==> src/rtl/c17_stim_pkg.sv <==
// +--------------------------------------------------------------------------+
// | c17_stim_pkg : shared constants for the c17 stimulus generator           |
// | Rev 1.0                                                                  |
// +--------------------------------------------------------------------------+
`default_nettype none

package c17_stim_pkg;

    localparam int PAT_W = 5;

    typedef logic [1:0] state_t;
    localparam state_t ST_IDLE = 2'd0;
    localparam state_t ST_RUN  = 2'd1;
    localparam state_t ST_DONE = 2'd2;

    // x^5 + x^3 + 1, shifted left with feedback entering at bit 0
    localparam int LFSR_TAP_HI = 4;
    localparam int LFSR_TAP_LO = 2;
    localparam logic [PAT_W-1:0] SEED_SUBST = 5'b00001;

    localparam int TEST_MSB = 4;
    localparam int TEST_LSB = 2;
    localparam int NX2_BIT  = 1;
    localparam int NX6_BIT  = 0;

    function automatic logic [PAT_W-1:0] lfsr_next(input logic [PAT_W-1:0] p);
        return {p[PAT_W-2:0], p[LFSR_TAP_HI] ^ p[LFSR_TAP_LO]};
    endfunction

endpackage

`default_nettype wire

==> src/rtl/c17_lfsr5.sv <==
// +--------------------------------------------------------------------------+
// | c17_lfsr5 : 5-bit pattern register, binary count or LFSR advance         |
// | Rev 1.0                                                                  |
// +--------------------------------------------------------------------------+
`default_nettype none

module c17_lfsr5
    import c17_stim_pkg::*;
(
    input  logic             clk,
    input  logic             rst_n,
    input  logic             load,
    input  logic [PAT_W-1:0] seed,
    input  logic             mode_cnt,
    input  logic             adv,
    input  logic             force_zero,
    output logic [PAT_W-1:0] pat
);

    logic [PAT_W-1:0] pat_q, pat_d;
    logic             cnt_q, cnt_d;

    always_comb begin
        pat_d = pat_q;
        cnt_d = cnt_q;
        if (load) begin
            cnt_d = mode_cnt;
            // The all-zero state locks up the LFSR, so it is never used as a seed.
            if (!mode_cnt && (seed == '0)) begin
                pat_d = SEED_SUBST;
            end else begin
                pat_d = seed;
            end
        end else if (adv) begin
            if (cnt_q) begin
                pat_d = pat_q + 1'b1;
            end else if (force_zero) begin
                pat_d = '0;
            end else begin
                pat_d = lfsr_next(pat_q);
            end
        end
    end

    always_ff @(posedge clk or negedge rst_n) begin
        if (!rst_n) begin
            pat_q <= '0;
            cnt_q <= 1'b0;
        end else begin
            pat_q <= pat_d;
            cnt_q <= cnt_d;
        end
    end

    assign pat = pat_q;

endmodule

`default_nettype wire

==> src/rtl/c17_stim_gen.sv <==
// +--------------------------------------------------------------------------+
// | c17_stim_gen : valid/ready stimulus generator for the c17 NAND2 netlist  |
// | Rev 1.0                                                                  |
// +--------------------------------------------------------------------------+
`default_nettype none

module c17_stim_gen
    import c17_stim_pkg::*;
#(
    parameter int NUM_PAT      = 32,
    parameter int INCLUDE_ZERO = 1
) (
    input  logic             clk,
    input  logic             rst_n,
    input  logic             start,
    input  logic             abort,
    input  logic             mode,
    input  logic [PAT_W-1:0] seed,
    input  logic             pat_ready,
    output logic             pat_valid,
    output logic [2:0]       stim_test,
    output logic             stim_nx2,
    output logic             stim_nx6,
    output logic [PAT_W-1:0] pat_idx,
    output logic             pat_last,
    output logic             busy,
    output logic             done
);

    localparam logic [PAT_W-1:0] LAST_IDX  = PAT_W'(NUM_PAT - 1);
    localparam logic [PAT_W-1:0] ZERO_IDX  = PAT_W'(30);
    localparam bit               ZERO_TAIL = (INCLUDE_ZERO != 0) && (NUM_PAT == 32);

    state_t           state_q, state_d;
    logic [PAT_W-1:0] idx_q, idx_d;
    logic             load;
    logic             adv;
    logic             force_zero;
    logic [PAT_W-1:0] pat;

    always_comb begin
        state_d = state_q;
        idx_d   = idx_q;
        load    = 1'b0;
        adv     = 1'b0;
        case (state_q)
            ST_IDLE: begin
                if (start) begin
                    state_d = ST_RUN;
                    idx_d   = '0;
                    load    = 1'b1;
                end
            end
            ST_RUN: begin
                if (pat_ready) begin
                    if (idx_q == LAST_IDX) begin
                        state_d = ST_DONE;
                    end else begin
                        idx_d = idx_q + 1'b1;
                        adv   = 1'b1;
                    end
                end
            end
            ST_DONE: state_d = ST_IDLE;
            default: state_d = ST_IDLE;
        endcase
        // Abort overrides everything; the pattern register keeps its value.
        if (abort) begin
            state_d = ST_IDLE;
            idx_d   = idx_q;
            load    = 1'b0;
            adv     = 1'b0;
        end
    end

    always_ff @(posedge clk or negedge rst_n) begin
        if (!rst_n) begin
            state_q <= ST_IDLE;
            idx_q   <= '0;
        end else begin
            state_q <= state_d;
            idx_q   <= idx_d;
        end
    end

    // Advancing into index 31 of a full LFSR run yields the one state the LFSR cannot.
    assign force_zero = ZERO_TAIL && (idx_q == ZERO_IDX);

    c17_lfsr5 u_lfsr (
        .clk        (clk),
        .rst_n      (rst_n),
        .load       (load),
        .seed       (seed),
        .mode_cnt   (mode),
        .adv        (adv),
        .force_zero (force_zero),
        .pat        (pat)
    );

    assign pat_valid = (state_q == ST_RUN);
    assign busy      = (state_q == ST_RUN);
    assign done      = (state_q == ST_DONE);
    assign pat_last  = (state_q == ST_RUN) && (idx_q == LAST_IDX);
    assign pat_idx   = idx_q;
    assign stim_test = pat[TEST_MSB:TEST_LSB];
    assign stim_nx2  = pat[NX2_BIT];
    assign stim_nx6  = pat[NX6_BIT];

endmodule

`default_nettype wire
==> config.mk <==
export PLATFORM = sky130hd
export DESIGN_NAME = c17_stim_gen
export DESIGN_NICKNAME = d
export VERILOG_FILES = /design/src/rtl/c17_stim_pkg.sv /design/src/rtl/c17_lfsr5.sv /design/src/rtl/c17_stim_gen.sv
export SDC_FILE = /design/constraint.sdc
export NUM_CORES = 1
export LEC_CHECK = 0
export ABC_AREA = 1
export CAP_MARGIN = 20
export CORE_ASPECT_RATIO = 0.7
export CORE_MARGIN = 4
export CORE_UTILIZATION = 40
export DETAILED_ROUTE_END_ITERATION = 8
export PLACE_DENSITY_LB_ADDON = 0.25
export SETUP_SLACK_MARGIN = 0.3
export SYNTH_ARGS = -nofsm -noshare
export SYNTH_HDL_FRONTEND = slang
export SYNTH_SLANG_ARGS = --single-unit
export TNS_END_PERCENT = 30
==> constraint.sdc <==
create_clock -name clk -period 2.2 [get_ports clk]
set_clock_uncertainty 0.1 [all_clocks]
set_input_delay 0.66 -clock clk [delete_from_list [all_inputs] [get_ports clk]]
set_output_delay 0.66 -clock clk [all_outputs]
set_load 0.1 [all_outputs]
==> metrics.txt <==
Largest stage delay, worst path=0.51 ns; die width=65.1 µm; async set-or-reset flop fraction in the synthesized netlist=100%; Finish-stage setup viols=1; Seq/Total Area, Yosys=35.6%; number of clock sinks=13; count of final hold-check violations=0; largest cells by area after synthesis=sky130_fd_sc_hd__dfrtp_1 (36%), sky130_fd_sc_hd__nand2_1 (16%), sky130_fd_sc_hd__nand3_1 (12%), sky130_fd_sc_hd__inv_1 (6.2%), sky130_fd_sc_hd__ha_1 (5.5%); clk_lat worst skew=0.29 ns; CTS buffer count=3; first-pass GRT wire length=3860 µm; cell count after placement=184; total power divided by cell area=981 nW/µm²; starting utilization of the core area=42.4%; Final Cycle Share=105%; cell repeated most along the worst path=sky130_fd_sc_hd__ha_4; part of the total power dissipated in combinational logic=62.3%; fraction of layout instances using a drive strength above 1=33.9%; ANT nets after route=0; standard cell with the maximum stage delay on the critical path=sky130_fd_sc_hd__dfrtp_4; number of design-rule violations left by the first detailed-router iteration=36; largest fanout on the critical path=3; count of H-tree levels built during CTS=1; dominant cell by count in the synthesized netlist=sky130_fd_sc_hd__nand2_1; via count of the first global-routing pass=853; met3 Track Usage GR=7.75%; element type at the critical path start=flip-flop; kind of capture point of the worst setup path=output port; MaxCap Viol Count=0; sequential share of power=27.4%; pin count of the biggest net entering global routing=15; mux contribution to synthesized area=0%; internal power=0.716 mW; pin slew with the least headroom to its limit=0.305 ns; required time at the worst-slack endpoint=1.44 ns; largest area contributor in the synthesized netlist=sky130_fd_sc_hd__dfrtp_1; unrepaired setup endpoints after global routing=yes; DIE AREA=3120 µm²; placer's final routability congestion estimate=0.901; initial antenna violation count=0; maximum number of buffers from clock root to sink=2; residual DRC count=0; half-perimeter wire length of the detailed placement result=1830 µm; Peak Freq=434 MHz; met1 Track Usage GR=21.3%; clock edge transition at the registers on the reported setup and hold paths=0.08 ns; dominant combinational cell family by area after synthesis=simple AND/OR/NAND/NOR gates; overall via count from detail_route=980; Syn Inst Count=128; total iterations of the first detailed-routing run=4; Synthesized Nets=143; clock group share of total power=10.3%; final worst slack=-0.102 ns; count of state elements after synthesis=13; violated checks=setup timing; y dimension of the die=48.0 µm; total routing resource utilization after global routing=17.0%; count of buffers from port buffering=24; Leak Pwr=0.717 nW; via-per-instance ratio=4.97; Net Switching=0.781 mW; most common library cells after synthesis=sky130_fd_sc_hd__nand2_1 (38), sky130_fd_sc_hd__nand3_1 (21), sky130_fd_sc_hd__inv_1 (15); shortest clock period the worst path allows after layout=2.30 ns; status=complete, but fails checks; Layout area overhead=67.1%; core region area=2150 µm²; TritonCTS clock tree=done; library cell used as clock root buffer=sky130_fd_sc_hd__clkbuf_4; Hold/Removal Path Class=flip-flop to flip-flop; netlist area before placement=913 µm²; total routed wirelength=2410 µm; path type of the worst setup path=flip-flop to output port; Sw Ratio=52.2%; arrival time reported for the critical path endpoint=1.54 ns; Overall Power=1.50 mW; Post-synth EDFFs=0; arithmetic-cell share of the synthesized area counting full adders, half adders and majority gates=5.48%; relative slew slack=79.6%; Max IR drop VDD=0.709 mV; fraction of synthesized cell area in xor and xnor cells=0.959%; fin cells=197; fraction of post-synthesis cell area in the top cell type by area=35.6%; number of distinct library cell variants in the gate-level netlist after synthesis=24; mean area per synthesized cell=7.14 µm²; most utilized layer in the global route result=met2; worst path cell trace=ha_4 -> and3_4 -> ha_4 -> inv_4 -> nor2_4 -> buf_12; Final Net Count=181; dominant register cell in the synthesized netlist=sky130_fd_sc_hd__dfrtp_1; hold bufs inserted after CTS=0; mean routed wirelength per cell=12.2 µm; complex-gate fraction of the synthesized area=3.29%; overflow left after global routing=0; YS warnings=0; I/O pin cnt=25; max-slew violations=0; # rows=14; met2 layer usage reported by global route=26.6%; Antenna Diode Count=0; share of synthesized cell area in and, or, nand and nor gates=44.7%
==> power groups by stage <==
stage	Clock [mW]	Sequential (mW)	Combinational, mW
3_3_place_gp	0	0.419	0.859
5_1_grt	0.177	0.419	0.990
4_1_cts	0.161	0.412	0.901
2_1_floorplan	0	0.682	0.305
6_report	0.155	0.410	0.932
3_5_place_dp	0	0.426	0.872
==> cells by family (layout without fill, tap and decap cells) <==
kind of cell / Yosys count / count (layout)
AND/OR/NAND/NOR: 85 / 85
buffers and inverters: 19 / 56
flip-flops: 13 / 13
AO/OA/AOI/OAI: 6 / 6
adder cells (fa/ha/maj): 4 / 4
XOR/XNOR: 1 / 1
==> worst paths after layout <==
kind | from | end | slack, ns | depth (start not counted)
max | pat_idx[0]$_DFFE_PN0P_ | pat_last | -0.10 | 6
min | pat_idx[3]$_DFFE_PN0P_ | pat_idx[3]$_DFFE_PN0P_ | 0.52 | 2
max reg2reg | pat_idx[0]$_DFFE_PN0P_ | u_lfsr.pat[4]$_DFFE_PN0P_ | 0.31 | 11
min reg2reg | pat_idx[3]$_DFFE_PN0P_ | pat_idx[3]$_DFFE_PN0P_ | 0.52 | 2
max in group asynchronous | rst_n | pat_idx[1]$_DFFE_PN0P_ | 1.24 | 2
min in group asynchronous | rst_n | u_lfsr.pat[4]$_DFFE_PN0P_ | 0.57 | 2
==> per-layer routing <==
metal	vias to the layer above	wire [µm]
li1	487	-
met1	454	1040
met2	35	1150
met3	4	205
met5	-	0
met4	0	17
==> stage by stage <==
stage	setup slack (ns)	util, %	hold slack [ns]	TNS [ns]	cell area [µm²]
2_1_floorplan	-0.184	-	0.264	-0.184	997
3_3_place_gp	0.0671	65.0	0.498	0	1400
3_5_place_dp	0.0208	65.0	0.508	0	1400
4_1_cts	-0.115	68.1	0.526	-0.115	1470
5_1_grt	-0.144	70.8	0.564	-0.144	1530
6_report	-0.102	70.8	0.524	-0.102	1530
==> critical path: cells and delay by family (launching register included) <==
family | cells | cell delay, ns
adders and majority gates | 2 | 0.32
buffers and inverters | 2 | 0.21
DFF | 1 | 0.51
and+or+nand+nor | 2 | 0.21
==> flip-flops by register name, indices dropped and copies added (netlist names) <==
register,count
pat_idx,5
u_lfsr.pat,5
u_lfsr.cnt_q,1
state_q,2
==> cells in the final DEF (no fill, tap or decap), drive strengths merged <==
| master | Yosys | routed |
|---|---|---|
| dfrtp | 13 | 13 |
| clkdlybuf4s50 | 0 | 10 |
| buf | 4 | 27 |
| o21ai | 5 | 5 |
| nand2 | 39 | 39 |
| nor3 | 1 | 1 |
| xor2 | 1 | 1 |
| a21oi | 1 | 1 |
| or2 | 2 | 2 |
| nand3b | 1 | 1 |
| ha | 4 | 4 |
| clkinvlp | 0 | 1 |
| inv | 15 | 14 |
| nand3 | 22 | 22 |
| clkbuf | 0 | 4 |
| and3 | 1 | 1 |
| nand4 | 5 | 5 |
| nor2 | 14 | 14 |
==> cell type report <==
type | count | area (µm²)
Inverter | 15 | 62.6
Multi-Input combinational cell | 96 | 571
Sequential cell | 13 | 342
Fill cell | 177 | 628
Timing Repair Buffer | 37 | 485
Tap cell | 32 | 40.0
Clock buffer | 4 | 26.3
==> what timing repair did <==
item,CTS,global route
hold endpoints to repair,0,0
setup buffers,3,6
gates cloned,0,0
gates resized for setup,5,4
setup endpoints to repair,4,16
pin swaps,0,3
Power figures use the tool's default switching activity.
==> patch (config.mk and constraints unchanged) <==
Reset style: synchronous (`rst_n`), changed in 2 clocked blocks.
--- a/src/rtl/c17_lfsr5.sv
+++ b/src/rtl/c17_lfsr5.sv
@@ -42,7 +42,7 @@
         end
     end
 
-    always_ff @(posedge clk or negedge rst_n) begin
+    always_ff @(posedge clk) begin
         if (!rst_n) begin
             pat_q <= '0;
             cnt_q <= 1'b0;
--- a/src/rtl/c17_stim_gen.sv
+++ b/src/rtl/c17_stim_gen.sv
@@ -73,7 +73,7 @@
         end
     end
 
-    always_ff @(posedge clk or negedge rst_n) begin
+    always_ff @(posedge clk) begin
         if (!rst_n) begin
             state_q <= ST_IDLE;
             idx_q   <= '0;
Check against the original RTL: differs if rst_n is asserted again (counterexample within 4 cycles, from zero or initial values and one cycle with rst_n low); with rst_n held inactive, the same outputs for 10 cycles.
==> patch against the original RTL <==
- non-clock buffer count is 3 lower
- sequential cell count did not move
- synthesized area shrank 1.5%
- cell area decreased by 1.3%
- global-route usage down 1.8 points
- largest cell class unchanged
- die area decreased by 1.3%
- critical path type unchanged
- routed wire length up 1.2%
- maximum frequency rose by 5.6%
- worst setup slack improved by 0.12 ns
- hold slack got worse by 0.096 ns
Power is not compared: it rests on default switching activity, and its combinational part moved more than twofold at a synthesized area within 25%.
==> patch: results (changes against the original RTL) <==
outcome=complete, no violations; clock period minus worst slack=2.179 ns (-0.1227 ns); Global Route Usage Sum=15.23% (-1.8 points); RR Startpoint=pat_idx[0]; Rel. slew slack=73.25% (-6.4 points); register area share after synthesis=28.93% (-6.7 points); layout cells sized above 1=36.26% (+2.3 points); Max stage delay cell, worst path=dfxtp_4; CP arrival=1.42 ns (-0.12 ns); Synth top cells by count=nand2_1 (26), nor2_1 (22), inv_1 (17); Async S/R FF share, synth=0% (-100 points); RR Endpoint=u_lfsr.pat[3]; vias in the first global route=830 (-2.7%); Placer Congestion=0.8238 (-8.6%); main area contributors after synthesis=dfxtp_1 (29%), nand2_1 (11%), nor2_1 (9.2%); first-pass GRT wire length=3.581 mm (-7.3%); Nets=187 (+3.3%); drt total wl=2.441 mm (+1.2%); Hold Crit Start=pat_idx[4]; post-synth net total=151 (+5.6%); max incr delay on CP=0.36 ns (-0.15 ns); hpwl dp=1.712 mm (-6.4%); flop-to-flop setup slack=0.41 ns (+0.10 ns); Synth cell types=25 (+4.2%); Worst Hold End=pat_idx[4]; largest fanout on the critical path=2 (-1); total number of vias=1034 (+5.5%)
==> patch: per-stage QoR <==
step           setup TNS, ns  hold WS (ns)  cell area (um^2)  cells
2_1_floorplan       -0.03620        0.3980             948.4    136
3_3_place_gp               0        0.3983              1341    189
3_5_place_dp               0        0.4137              1341    189
4_1_cts                    0        0.4336              1400    197
5_1_grt             -0.06073        0.4512              1506    203
6_report                   0        0.4281              1506    203
==> patch: worst max-delay path by stage <==
stage,from,endpoint,depth (start not counted)
6_report,pat_idx[0],pat_last,7
5_1_grt,pat_idx[0],pat_last,7
4_1_cts,pat_idx[0],pat_last,7
3_5_place_dp,start,u_lfsr.pat[3],8
3_3_place_gp,abort,u_lfsr.pat[2],8
2_1_floorplan,pat_idx[1],pat_last,6
==> patch: cells by family after synthesis <==
family / count (synthesis) / share of synthesized area (%)
AO/OA/AOI/OAI: 14 / 8.345
XOR/XNOR: 2 / 1.948
AND/OR/NAND/NOR: 81 / 44.64
flip-flops: 13 / 28.93
buffers and inverters: 22 / 10.57
adder cells (fa/ha/maj): 4 / 5.564
==> patch: worst max-delay path, delay by kind of cell (launching register included) <==
family | cells | cell delay (ns)
buffers and inverters | 3 | 0.28
flip-flops | 1 | 0.36
AND/OR/NAND/NOR | 2 | 0.16
adder cells (fa/ha/maj) | 2 | 0.34
==> patch: layout make-up <==
class                      count  area [um^2]
multi-input combinational    101        605.6
inverter                      19        77.57
sequential                    13        281.5
tap                           32        40.04
clock buffer                   4        26.28
timing repair buffer          34        475.5
fill                         170        630.6
==> patch: routing by layer <==
metal  global-route usage (%)  vias to the layer above  share of wire, %
met3                    3.052                        6               5.6
met2                    26.64                       36                49
met4                    6.303                        0               1.4
met1                    19.02                      487                44
li1                         -                      505                 -
met5                        0                        -                 0
==> patch: repair_timing <==
| action | CTS | global route |
|---|---|---|
| pin swaps | 1 | 8 |
| setup endpoints to repair | 5 | 11 |
| endpoints found under the hold margin | 0 | 0 |
| hold buffers | 0 | 0 |
| setup buffers | 4 | 6 |
| resized for setup | 1 | 16 |
==> patch: power by group through the flow <==
stage                     logic [mW]  registers, mW  clock network [mW]
after floorplan               0.0846          0.303                   0
after global placement         0.192          0.263                   0
after detailed placement       0.194          0.264                   0
after CTS                      0.196          0.258               0.155
after global routing           0.226          0.260               0.167
final                          0.214          0.258               0.153
